$ cat src/rtl/argon_dbg_pkg.sv
// -----------------------------------------------------------------------------
// argon_dbg_pkg
//
// Shared constants and types for the Wishbone debug bridge.
//   CMD_WRITE / CMD_READ : command bytes accepted in IDLE
//   RSP_OK / RSP_ERR / RSP_BAD : single-byte responses (write done, bus
//                                timeout, unknown command)
//   dbg_state_t : bridge FSM state, also exported on the debug port
// -----------------------------------------------------------------------------
package argon_dbg_pkg;

  localparam logic [7:0] CMD_WRITE = 8'h57;  // 'W'
  localparam logic [7:0] CMD_READ  = 8'h52;  // 'R'
  localparam logic [7:0] RSP_OK    = 8'h4B;  // 'K'
  localparam logic [7:0] RSP_ERR   = 8'h45;  // 'E'
  localparam logic [7:0] RSP_BAD   = 8'h3F;  // '?'

  typedef enum logic [2:0] {
    IDLE = 3'd0,
    ADDR = 3'd1,
    DATA = 3'd2,
    BUS  = 3'd3,
    RESP = 3'd4
  } dbg_state_t;

endpackage

$ cat src/rtl/wishbone_if.sv
// -----------------------------------------------------------------------------
// wishbone_if
//
// Single-beat 32-bit Wishbone bundle.
//   master modport : drives cyc, stb, we, adr, sel, dat_o; samples dat_i, ack
//   slave  modport : the mirror image
// dat_o always flows master -> slave, dat_i slave -> master.
// -----------------------------------------------------------------------------
interface wishbone_if;

  logic        cyc;
  logic        stb;
  logic        we;
  logic [31:0] adr;
  logic [3:0]  sel;
  logic [31:0] dat_o;
  logic [31:0] dat_i;
  logic        ack;

  modport master (
    output cyc, stb, we, adr, sel, dat_o,
    input  dat_i, ack
  );

  modport slave (
    input  cyc, stb, we, adr, sel, dat_o,
    output dat_i, ack
  );

endinterface

$ cat src/rtl/wishbone_debug_bridge.sv
// -----------------------------------------------------------------------------
// wishbone_debug_bridge
//
// Turns a UART byte stream into single-beat Wishbone cycles so a host can poke
// any slave on the crossbar without the CPU.
//
// Frames (multi-byte fields MSB first):
//   'W' a3 a2 a1 a0 d3 d2 d1 d0  -> write, answered with 'K'
//   'R' a3 a2 a1 a0              -> read,  answered with the 4 data bytes
//   any other byte in IDLE       -> answered with '?'
//   no ack within TIMEOUT_CYCLES -> cycle dropped, answered with 'E' only
//
// Ports:
//   clk, reset  : clock, synchronous active-high reset
//   rx_data/rx_valid : received byte + one-cycle strobe (no backpressure)
//   tx_data/tx_valid/tx_ready : response byte stream, valid/ready
//   wishbone    : Wishbone master modport
//   dbg_state   : current FSM state, for observation only
//
// Handshake: a response byte transfers on a rising edge where tx_valid and
// tx_ready are both high; tx_valid/tx_data stay put until then. On the bus,
// cyc/stb stay high until ack is sampled high (one ack per command) or the
// timeout expires. Bytes received in BUS or RESP are ignored.
// -----------------------------------------------------------------------------
module wishbone_debug_bridge
  import argon_dbg_pkg::*;
#(
  parameter int TIMEOUT_CYCLES = 1024
) (
  input  logic        clk,
  input  logic        reset,
  input  logic [7:0]  rx_data,
  input  logic        rx_valid,
  output logic [7:0]  tx_data,
  output logic        tx_valid,
  input  logic        tx_ready,
  wishbone_if.master  wishbone,
  output dbg_state_t  dbg_state
);

  localparam int TW = $clog2(TIMEOUT_CYCLES) + 1;
  // Last counter value before giving up; the BUS state is held for exactly
  // TIMEOUT_CYCLES edges counting from 0.
  localparam logic [TW-1:0] TOUT_LAST = TW'(TIMEOUT_CYCLES - 1);

  dbg_state_t    state_q;
  logic [1:0]    byte_cnt_q;
  logic          is_write_q;
  logic [31:0]   adr_sh_q;
  logic [31:0]   wdat_sh_q;
  logic [TW-1:0] tout_q;

  // Bus outputs are separate from the shift registers so adr/dat_o only
  // change when a cycle is launched.
  logic          cyc_q;
  logic          we_q;
  logic [3:0]    sel_q;
  logic [31:0]   wb_adr_q;
  logic [31:0]   wb_dat_q;

  // Response path: tx_data_q holds the byte on offer, rsp_q the bytes still
  // queued behind it, rsp_left_q counts the byte on offer plus the queue.
  logic          tx_valid_q;
  logic [7:0]    tx_data_q;
  logic [23:0]   rsp_q;
  logic [2:0]    rsp_left_q;

  always_ff @(posedge clk) begin
    if (reset) begin
      state_q    <= IDLE;
      byte_cnt_q <= 2'd0;
      is_write_q <= 1'b0;
      adr_sh_q   <= 32'd0;
      wdat_sh_q  <= 32'd0;
      tout_q     <= '0;
      cyc_q      <= 1'b0;
      we_q       <= 1'b0;
      sel_q      <= 4'h0;
      wb_adr_q   <= 32'd0;
      wb_dat_q   <= 32'd0;
      tx_valid_q <= 1'b0;
      tx_data_q  <= 8'h00;
      rsp_q      <= 24'd0;
      rsp_left_q <= 3'd0;
    end else begin
      case (state_q)
        IDLE: begin
          if (rx_valid) begin
            byte_cnt_q <= 2'd0;
            if (rx_data == CMD_WRITE || rx_data == CMD_READ) begin
              is_write_q <= (rx_data == CMD_WRITE);
              state_q    <= ADDR;
            end else begin
              tx_data_q  <= RSP_BAD;
              tx_valid_q <= 1'b1;
              rsp_left_q <= 3'd1;
              state_q    <= RESP;
            end
          end
        end

        ADDR: begin
          if (rx_valid) begin
            adr_sh_q   <= {adr_sh_q[23:0], rx_data};
            byte_cnt_q <= byte_cnt_q + 2'd1;  // wraps to 0 after the 4th byte
            if (byte_cnt_q == 2'd3) begin
              if (is_write_q) begin
                state_q <= DATA;
              end else begin
                wb_adr_q <= {adr_sh_q[23:0], rx_data};
                we_q     <= 1'b0;
                sel_q    <= 4'hF;
                cyc_q    <= 1'b1;
                tout_q   <= '0;
                state_q  <= BUS;
              end
            end
          end
        end

        DATA: begin
          if (rx_valid) begin
            wdat_sh_q  <= {wdat_sh_q[23:0], rx_data};
            byte_cnt_q <= byte_cnt_q + 2'd1;
            if (byte_cnt_q == 2'd3) begin
              wb_adr_q <= adr_sh_q;
              wb_dat_q <= {wdat_sh_q[23:0], rx_data};
              we_q     <= 1'b1;
              sel_q    <= 4'hF;
              cyc_q    <= 1'b1;
              tout_q   <= '0;
              state_q  <= BUS;
            end
          end
        end

        BUS: begin
          // ack wins over a timeout expiring on the same edge.
          if (wishbone.ack) begin
            cyc_q      <= 1'b0;
            we_q       <= 1'b0;
            sel_q      <= 4'h0;
            tx_valid_q <= 1'b1;
            state_q    <= RESP;
            if (is_write_q) begin
              tx_data_q  <= RSP_OK;
              rsp_left_q <= 3'd1;
            end else begin
              tx_data_q  <= wishbone.dat_i[31:24];
              rsp_q      <= wishbone.dat_i[23:0];
              rsp_left_q <= 3'd4;
            end
          end else if (tout_q == TOUT_LAST) begin
            cyc_q      <= 1'b0;
            we_q       <= 1'b0;
            sel_q      <= 4'h0;
            tx_data_q  <= RSP_ERR;
            tx_valid_q <= 1'b1;
            rsp_left_q <= 3'd1;
            state_q    <= RESP;
          end else begin
            tout_q <= tout_q + TW'(1);
          end
        end

        RESP: begin
          // tx_valid_q is always high in this state.
          if (tx_ready) begin
            if (rsp_left_q == 3'd1) begin
              tx_valid_q <= 1'b0;
              state_q    <= IDLE;
            end else begin
              tx_data_q  <= rsp_q[23:16];
              rsp_q      <= {rsp_q[15:0], 8'h00};
              rsp_left_q <= rsp_left_q - 3'd1;
            end
          end
        end

        default: state_q <= IDLE;
      endcase
    end
  end

  assign wishbone.cyc   = cyc_q;
  assign wishbone.stb   = cyc_q;
  assign wishbone.we    = we_q;
  assign wishbone.sel   = sel_q;
  assign wishbone.adr   = wb_adr_q;
  assign wishbone.dat_o = wb_dat_q;

  assign tx_data   = tx_data_q;
  assign tx_valid  = tx_valid_q;
  assign dbg_state = state_q;

endmodule

$ cat src/flat_wrapper.sv
// flat-port wrapper written by rule: the top's interface ports become plain ports
module wishbone_debug_bridge_flat import argon_dbg_pkg::*;
#(
  parameter int TIMEOUT_CYCLES = 1024
)
  (clk, reset, rx_data, rx_valid, tx_data, tx_valid, tx_ready, dbg_state, wishbone_cyc, wishbone_stb, wishbone_we, wishbone_adr, wishbone_sel, wishbone_dat_o, wishbone_dat_i, wishbone_ack);
  wishbone_if wishbone_i ();
  input  logic clk;
  input  logic reset;
  input  logic [7:0] rx_data;
  input  logic rx_valid;
  output logic [7:0] tx_data;
  output logic tx_valid;
  input  logic tx_ready;
  output dbg_state_t dbg_state;
  output wire logic [$bits(wishbone_i.cyc)-1:0] wishbone_cyc;
  output wire logic [$bits(wishbone_i.stb)-1:0] wishbone_stb;
  output wire logic [$bits(wishbone_i.we)-1:0] wishbone_we;
  output wire logic [$bits(wishbone_i.adr)-1:0] wishbone_adr;
  output wire logic [$bits(wishbone_i.sel)-1:0] wishbone_sel;
  output wire logic [$bits(wishbone_i.dat_o)-1:0] wishbone_dat_o;
  input wire logic [$bits(wishbone_i.dat_i)-1:0] wishbone_dat_i;
  input wire logic [$bits(wishbone_i.ack)-1:0] wishbone_ack;
  assign wishbone_cyc = wishbone_i.cyc;
  assign wishbone_stb = wishbone_i.stb;
  assign wishbone_we = wishbone_i.we;
  assign wishbone_adr = wishbone_i.adr;
  assign wishbone_sel = wishbone_i.sel;
  assign wishbone_dat_o = wishbone_i.dat_o;
  assign wishbone_i.dat_i = wishbone_dat_i;
  assign wishbone_i.ack = wishbone_ack;
  wishbone_debug_bridge #(.TIMEOUT_CYCLES(TIMEOUT_CYCLES)) u_core (.clk(clk), .reset(reset), .rx_data(rx_data), .rx_valid(rx_valid), .tx_data(tx_data), .tx_valid(tx_valid), .tx_ready(tx_ready), .wishbone(wishbone_i), .dbg_state(dbg_state));
endmodule
$ cat config.mk
export PLATFORM = sky130hd
export DESIGN_NAME = wishbone_debug_bridge_flat
export DESIGN_NICKNAME = d
export VERILOG_FILES = /design/src/rtl/argon_dbg_pkg.sv /design/src/rtl/wishbone_if.sv /design/src/rtl/wishbone_debug_bridge.sv /design/src/flat_wrapper.sv
export SDC_FILE = /design/constraint.sdc
export NUM_CORES = 1
export LEC_CHECK = 0
export ABC_CLOCK_PERIOD_IN_PS = 3400
export CAP_MARGIN = 20
export CELL_PAD_IN_SITES_DETAIL_PLACEMENT = 1
export CELL_PAD_IN_SITES_GLOBAL_PLACEMENT = 1
export CORE_UTILIZATION = 42
export CTS_CLUSTER_SIZE = 24
export DETAILED_ROUTE_END_ITERATION = 12
export PLACE_DENSITY = 0.9
export SYNTH_ARGS = -nofsm -noshare
export SYNTH_HDL_FRONTEND = slang
export SYNTH_SLANG_ARGS = --single-unit
export TNS_END_PERCENT = 1
$ cat constraint.sdc
create_clock -name clk -period 3.4 [get_ports clk]
set_input_delay 0.68 -clock clk [delete_from_list [all_inputs] [get_ports clk]]
set_output_delay 0.68 -clock clk [all_outputs]
set_load 0.01 [all_outputs]
==> reports/metrics.csv <==
stage,metric,value,unit
clocking,clk_latency,0.43,ns
detailed_routing,viasPerCell,5.479,
logic_synthesis,synth_edf_count,0,
outcome,status,completed,
global_routing,grt_max_degree,76,
logic_synthesis,synth_cell_types,54,
global_routing,grt_first_pass_wirelength,33090,µm
logic_synthesis,syn_inst,883,
timing,setup_viol,0,
global_routing,antenna_found_initial,0,
floorplan,initial_utilization,42.82,%
clocking,tritoncts,built,
setup_path,rrSetupSlack,0.94,ns
clocking,cts_htree_levels,4,
logic_synthesis,yosys_warnings,0,
timing,worstMarginPinSlew,0.8448,ns
finish,drive_above_1_share,9.137,%
detailed_routing,drc,0,
finish,synthToLayoutAreaGrowth,26.81,%
floorplan,dieArea,18050,µm²
setup_path,cp_slowest_cell,dfxtp_1,
setup_path,cp_slowest_stage_delay,0.87,ns
clocking,cts_buffer_depth,2,
floorplan,die_h,134.3,µm
finish,final_cell_area,9328,µm²
logic_synthesis,synth.largest_area_cell,dfxtp_1,
setup_path,critPathKind,register to output port,
detailed_routing,final_antenna_net_count,0,
job,maxCapViolCount,0,
clocking,post_cts_resized,0,
detailed_routing,routedWlPerCell,16.96,µm
timing,period_share,79.07,%
clocking,path_clk_slew,0.06,ns
detailed_routing,dr.pass1.iters,4,
placement,gp_congestion,0.7941,
placement,portBuffers,127,
logic_synthesis,netlist.area_leader.share,47.63,%
timing,rsz0062_at_grt,no,
logic_synthesis,syn_area,7356,µm²
timing,fin_tns_setup,0,ns
setup_path,cp_cell_sequence,clkdlybuf4s50_1,
timing,slew_headroom,43.60,%
clocking,postCtsSetupBuffers,0,
pwr,p_leak,2.989,nW
finish,n_fill_cell,2038,
logic_synthesis,synth_area_per_cell,8.330,µm²
logic_synthesis,synthTopCellsByArea,"dfxtp_1, nand2_1, a21oi_1",
hold_path,hold_path_class,register to register,
placement,placed_cell_area,8722,µm²
global_routing,grt_use_total,23.08,%
clocking,numCtsBuffers,17,
detailed_routing,vias,6630,
setup_path,critical_path.endpoint_type,output port,
logic_synthesis,synth_fp_nets,932,
clocking,hold_buffers,0,
pwr,ir_worst_vdd,0.0003453,V
timing,finClkSkew,0.01518,ns
global_routing,grt_pass1_vias,6679,
placement,dp_hpwl,13090,µm
logic_synthesis,synth-async-reset-ratio,0,%
setup_path,worst_setup_path_start_kind,register,
timing,hold_viol_final,0,
pwr,powerDensity,472.9,nW/µm²
global_routing,overflow,0,
floorplan,die_w,134.3,µm
setup_path,critPathArrivalTime,2.01,ns
floorplan,num_io_pins,128,
setup_path,crit_path_max_fanout,22,
timing,post-route-min-period,2.688,ns
finish,antenna_cells,0,
finish,finalNetCount,1021,
logic_synthesis,ys_seq_area_share,47.63,%
clocking,root_buffer,clkbuf_16,
pwr,p_total,4.411,mW
setup_path,cp.required,2.72,ns
detailed_routing,routed_wl,20520,µm
setup_path,crit_family,flip-flops,
floorplan,num_rows,48,
timing,fmax,0.3720,GHz
setup_path,cp_num_buf_inv,1,
logic_synthesis,postSynthRegisterBits,175,
logic_synthesis,synthFlopType,dfxtp_1,
clocking,clkSinkCount,175,
detailed_routing,first_iter_violations,386,
timing,slew_violations,0,
floorplan,fp.coreArea,17180,µm²
## per-stage QoR
step	setup slack (ns)	utilization (%)	std cells	hold WS, ns
3_3_place_gp	0.5476	50.78	1178	0.4389
5_1_grt	0.6258	54.31	1210	0.4709
4_1_cts	0.6998	54.31	1210	0.4565
2_1_floorplan	1.436	-	883	0.4321
3_5_place_dp	0.4345	50.78	1178	0.4470
6_report	0.7117	54.31	1210	0.4533
## cell type report
| class | instances | area (µm²) | area share, % |
|---|---|---|---|
| clock buffer | 18 | 439.2 | 4.708 |
| clock inverter | 14 | 166.4 | 1.784 |
| inverter | 5 | 18.77 | 0.2012 |
| multi-input combinational | 628 | 3486 | 37.37 |
| sequential | 175 | 3503 | 37.56 |
| tap | 225 | 281.5 | 3.018 |
| timing repair buffer | 145 | 1433 | 15.36 |
## path summary, 6_finish.rpt
kind | start | end | cells past startpoint
max reg2reg | u_core.dbg_state[1] | u_core.rsp_left_q[2] | 5
min reg2reg | u_core.wishbone.dat_o[25] | u_core.wishbone.dat_o[25] | 2
max | u_core.dbg_state[1] | dbg_state[1] | 1
min | u_core.wishbone.dat_o[25] | u_core.wishbone.dat_o[25] | 2
## sequential cells by signal, indices dropped and copies added, names as in the netlist
signal,flops
u_core.rsp_q,24
u_core.adr_sh_q,32
u_core.dbg_state,3
u_core.is_write_q,1
u_core.wdat_sh_q,24
u_core.wishbone.sel,1
u_core.wishbone.dat_o,32
u_core.wishbone.we,1
u_core.tout_q,11
u_core.tx_data,8
u_core.tx_valid,1
u_core.byte_cnt_q,2
u_core.rsp_left_q,3
u_core.wishbone.adr,32
## Yosys cell counts (all sizes together), types with 6 or more instances
library cell	count
a22oi	9
dfxtp	175
a31oi	6
a211oi	33
nand2	224
nor2	89
a21oi	110
nand3	9
nor3	8
nor2b	6
buf	36
mux2i	35
clkbuf	39
o22ai	6
o21ai	19
a311oi	19
## layout by cell type, fill, tap and decap left out, types with 3 or more instances in the layout
master,n
a31oi_1,6
a22oi_1,9
inv_6,7
nor3_1,7
clkdlybuf4s50_1,126
a31o_2,3
a211oi_1,12
nand2b_1,5
nand2_1,224
nor2b_1,6
nand4_1,4
a21oi_1,108
ha_1,4
and3_1,5
a311oi_1,19
dfxtp_1,175
a211oi_2,21
nor3b_1,3
mux2i_1,35
nor2_1,85
o22ai_1,6
inv_1,5
clkbuf_16,17
and2_1,3
o21ai_0,17
and3b_1,3
buf_4,16
nand3_1,9
nor2_2,3
## where the power goes
group          total [mW]  internal (mW)  switching (mW)
logic               0.283          0.127           0.156
registers            2.10           2.08          0.0231
clock network        2.03           1.13           0.896
total                4.41           3.34            1.08
## cells by family (layout without fill, tap and decap cells)
logic type                 Yosys count  in the layout  synth area share, %
and+or+nand+nor                    371            371                21.50
AOI/OAI and AO/OA                  216            216                19.87
DFF                                175            175                47.63
buffers and inverters               80            182                5.290
muxes                               36             36                4.916
adders and majority gates            4              4               0.6804
xor gates and xnor gates             1              1               0.1191
## per-layer routing
metal	vias to the layer above	GRT usage, %	routed length, µm	part of all wire [%]
met5	-	0	0	0
met4	0	7.428	252	1.2
met3	22	3.930	852	4.2
met2	144	39.58	10100	49
met1	3260	29.40	9312	45
li1	3204	-	-	-
Power figures use the tool's default switching activity.
